--- config.mk ---
export PLATFORM = sky130hd
export DESIGN_NAME = door_input_cond
export DESIGN_NICKNAME = d
export VERILOG_FILES = /design/src/rtl/door_input_cond.sv
export SDC_FILE = /design/constraint.sdc
export NUM_CORES = 1
export LEC_CHECK = 0
export CORE_MARGIN = 2
export CORE_UTILIZATION = 50
export CTS_CLUSTER_SIZE = 8
export DETAILED_ROUTE_END_ITERATION = 6
export GPL_TIMING_DRIVEN = 0
export MAX_ROUTING_LAYER = met4
export PLACE_DENSITY = 0.81
export RECOVER_POWER = 25
export SYNTH_ARGS = -nofsm -noshare
export SYNTH_HDL_FRONTEND = slang
export SYNTH_SLANG_ARGS = --single-unit
--- constraint.sdc ---
create_clock -name clk2m -period 1.9 [get_ports clk2m]
set_input_delay 0.57 -clock clk2m [delete_from_list [all_inputs] [get_ports clk2m]]
set_output_delay 0.57 -clock clk2m [all_outputs]
set_load 0.1 [all_outputs]
--- src/rtl/door_input_cond.sv ---
// door_input_cond: synchronizes and debounces the four raw door inputs,
// then masks conflicting key levels and inconsistent end-position sensors.
module door_input_cond #(
  parameter int DEB_CYCLES = 20000,
  parameter int CNT_W      = $clog2(DEB_CYCLES + 1)
) (
  input  logic clk2m,
  input  logic rst_n,
  input  logic key_up_raw,
  input  logic key_down_raw,
  input  logic sense_up_raw,
  input  logic sense_down_raw,
  output logic key_up,
  output logic key_down,
  output logic key_up_p,
  output logic key_down_p,
  output logic sense_up,
  output logic sense_down,
  output logic key_conflict,
  output logic sensor_fault
);
  // channel order: 0 key_up, 1 key_down, 2 sense_up, 3 sense_down
  logic [3:0] w_raw, r_s1, r_s2, w_deb, r_deb_d, w_rise;
  assign w_raw = {sense_down_raw, sense_up_raw, key_down_raw, key_up_raw};
  always_ff @(posedge clk2m or negedge rst_n) begin
    if (!rst_n) begin
      r_s1    <= '0;
      r_s2    <= '0;
      r_deb_d <= '0;
    end else begin
      r_s1    <= w_raw;
      r_s2    <= r_s1;
      r_deb_d <= w_deb;
    end
  end
  genvar i;
  generate
    for (i = 0; i < 4; i++) begin : g_ch
      logic             r_deb;
      logic [CNT_W-1:0] r_cnt;
      // any cycle where the synchronized level matches deb restarts qualification
      always_ff @(posedge clk2m or negedge rst_n) begin
        if (!rst_n) begin
          r_deb <= 1'b0;
          r_cnt <= '0;
        end else if (r_s2[i] == r_deb) begin
          r_cnt <= '0;
        end else if (r_cnt == CNT_W'(DEB_CYCLES - 1)) begin
          r_deb <= r_s2[i];
          r_cnt <= '0;
        end else begin
          r_cnt <= r_cnt + 1'b1;
        end
      end
      assign w_deb[i] = r_deb;
    end
  endgenerate
  assign w_rise       = w_deb & ~r_deb_d;
  assign key_conflict = w_deb[0] & w_deb[1];
  assign sensor_fault = w_deb[2] & w_deb[3];
  assign key_up       = w_deb[0] & ~key_conflict;
  assign key_down     = w_deb[1] & ~key_conflict;
  assign key_up_p     = w_rise[0] & ~key_conflict;
  assign key_down_p   = w_rise[1] & ~key_conflict;
  assign sense_up     = w_deb[2] & ~sensor_fault;
  assign sense_down   = w_deb[3] & ~sensor_fault;
endmodule

==> summary.md <==
| Metric | Value |
|---|---|
| Run status | `finished clean` |
| Post-synthesis cell area | `0.00335 mm2` |
| Register area share after synthesis | `55.2%` |
| Number of synthesized register bits | `74` |
| Synth top area cells | `dfrtp_1 55%, xor2_1 8.4%, nor2_1 6.8%` |
| Post-Place Cells | `406` |
| Int Pwr | `2.42 mW` |
| Net Count, Synth | `326` |
| RePlAce Congestion | `0.877` |
| Port Buf Inserts | `13` |
| CTS tree | `yes` |
| Met3 usage | `5.29%` |
| Power Dens Cells | `787 mW/mm2` |
| Sequential power share | `52.7%` |
| # rows | `29` |
| Static leakage power | `1.73 nW` |
| RSZ-0062 raised after global routing | `yes` |
| Worst hold slack | `0.336 ns` |
| Final Hold Vio Count | `0` |
| CP endpoint kind | `flop` |
| Die Footprint | `0.00737 mm2` |
| Drt via density | `5.37` |
| Starting Density | `52.2%` |
| Period utilisation layout | `98.5%` |
| Cells after synthesis | `316` |
| Die width | `85.9 um` |
| Average wire per standard cell | `13.7 um` |
| IO Pins | `14` |
| Combinational fraction of design power | `3.7%` |
| Vias in the first global route | `2292` |
| Clock power frac | `43.7%` |
| Post-DP HPWL | `3800 um` |
| WS Path Type | `reg -> reg` |
| Warnings, synthesis | `0` |
| Net Sw Frac | `21.7%` |
| EDFF count, synth | `0` |
| IR Drop Worst-Case VDD | `0.554 mV` |
| Fmax | `0.534 GHz` |
| Global routing's busiest layer | `met2` |
| Dominant synthesized flop cell | `dfrtp_1` |
| Layout cell share with drive strength beyond 1 | `14.2%` |
| Clk sink count | `74` |
| Mean Syn Cell Area | `10.6 um2` |
| Clk slew on worst S/H paths | `0.08 ns` |
| Nets | `356` |
| Final setup fails | `0` |
| FFs w/ async S/R, synth | `100%` |
| Number of remaining DRC errors | `0` |
| Non-Filler Instances | `428` |
| CP Launch Type | `flop` |
| Setup WS post-layout | `0.0281 ns` |
| Initial antenna violation count | `0` |
| Global routing usage on met2 | `29.0%` |
| P&R area growth vs syn | `17.2%` |
| Fill count | `510` |
| # diodes | `0` |
| Pwr Total | `3.09 mW` |
| Placement Setup Slack | `-0.646 ns` |
| Yosys top cell area share | `55.2%` |
| Clock Tree Buf Depth | `2` |
| Synth unique cells | `28` |
| 1st-iter DRT viols | `160` |
| Largest net degree at the start of global routing | `75` |
| Routed vias | `2300` |
| Worst-margin pin slew | `0.902 ns` |
| First-pass iteration count of the detailed router | `6` |
| CP Max Fanout | `3` |
| Count of pins over their slew limit | `0` |
| Req. time, crit path | `2.13 ns` |
| Die height | `85.9 um` |
| CTS buffer count | `9` |
| Total gr overflow | `0` |
| Setup TNS | `0 ns` |
| Switch Pwr | `0.672 mW` |
| Worst Hold Class | `in -> async` |
| H-tree depth | `3` |
| MaxCap Viol Count | `0` |
| GRT Total Usage | `18.2%` |
| Max transition margin | `39.9%` |
| Most area-hungry cell type in the Yosys netlist | `dfrtp_1` |
| Hold Buf Count CTS | `0` |
| Clock Skew | `0.00766 ns` |
| Arr. time, crit path | `2.10 ns` |
| Met1 usage | `21.5%` |
| Number of routed nets with antenna violations | `0` |
| First-pass GRT wire length | `10100 um` |
| Final WL | `5840 um` |
| Worst skew pair latency | `0.35 ns` |
| CTS Root Cell | `clkbuf_8` |
| Core ar. | `0.00642 mm2` |
| Min Tclk post-route | `1.87 ns` |
==> layout by cell type (no fill, tap or decap), types with 8 or more instances in the layout <==
cell / count
dfrtp_1: 72
inv_1: 8
nand2_1: 12
buf_4: 14
xor2_1: 32
and4_1: 10
nand3_1: 18
nor3_1: 10
clkbuf_8: 10
nand4_1: 20
nor2_1: 61
xnor2_1: 24
==> layer usage <==
metal	vias up	wire length [um]
met5	-	0
met4	0	104
met3	14	165
met2	20	2990
met1	1139	2580
li1	1127	-
==> layout make-up <==
class,instances,area (um2),share of cell area [%]
clock buffers,10,138,3.50
plain buffers,6,45.0,1.15
clock inverters,6,90.1,2.29
multi-input cells,226,1480,37.6
repair buffers,21,196,5.00
well taps,77,96.3,2.45
flip-flops and latches,74,1850,47.2
inverters,8,30.0,0.765
==> stage by stage <==
step,instance area (um2),utilization [%]
floorplan,3380,-
global placement,3610,56.2
detailed placement,3610,56.1
CTS,3890,60.5
global route,3930,61.2
finish,3930,61.2
==> path summary, 6_finish.rpt <==
path                                            startpoint                          to  slack (ns)  cells after the start
min in group clk2m                       r_s1[3]$_DFF_PN0_           r_s2[3]$_DFF_PN0_        0.35                      0
worst max register to register  g_ch[1].r_cnt[8]$_DFF_PN0_   g_ch[1].r_deb$_DFFE_PN0P_        0.03                      3
worst min-delay path                                 rst_n  g_ch[3].r_cnt[5]$_DFF_PN0_        0.34                      1
worst max-delay path            g_ch[1].r_cnt[8]$_DFF_PN0_   g_ch[1].r_deb$_DFFE_PN0P_        0.03                      3
worst min register to register           r_s1[3]$_DFF_PN0_           r_s2[3]$_DFF_PN0_        0.35                      0
max in group asynchronous                            rst_n   g_ch[1].r_deb$_DFFE_PN0P_        0.92                      1
==> state kept, by name, summed over array words and instances, names as in the netlist <==
register    cells
r_s1            4
r_deb_d         2
g_ch.r_cnt     60
r_s2            4
g_ch.r_deb      4
==> critical path, cell delays in order, from the launching register on <==
cell	delay, ns
dfrtp_1	0.42
or4b_1	0.53
or4_4	0.47
mux2_1	0.33
==> cells by family after synthesis <==
family | Yosys count | share of synthesized area [%]
fa+ha+maj | 4 | 1.49
flops | 74 | 55.2
xor+xnor | 56 | 14.6
mux | 4 | 1.46
buf+inv | 16 | 2.13
simple gates | 162 | 25.0
==> power groups by stage <==
stage          Combinational [mW]  Sequential (mW)  Clock (mW)
6_report                    0.113             1.63        1.35
5_1_grt                     0.134             1.63        1.45
4_1_cts                     0.114             1.63        1.38
3_5_place_dp                0.111             1.66           0
3_3_place_gp                0.110             1.66           0
2_1_floorplan              0.0581             1.65           0
==> synth_stat cells, types with 2 or more instances <==
cell type / n
dfrtp_1: 74
nor2b_1: 6
nand3_1: 18
or3_1: 2
or4b_1: 2
nor2_1: 61
xor2_1: 32
nand2_1: 13
and3_1: 3
xnor2_1: 24
nor3_1: 10
nand2b_1: 2
mux2_2: 2
and2_1: 4
clkbuf_1: 6
ha_1: 4
nand4_1: 20
inv_1: 8
and4_1: 10
nor4_1: 6
nor4b_1: 2
==> what timing repair did <==
| item | 4_1_cts | 5_1_grt |
|---|---|---|
| setup endpoints to repair | 50 | 38 |
| gates resized for setup | 62 | 5 |
| pin swaps | 3 | 0 |
| setup buffers | 4 | 4 |
Power figures use the tool's default switching activity.
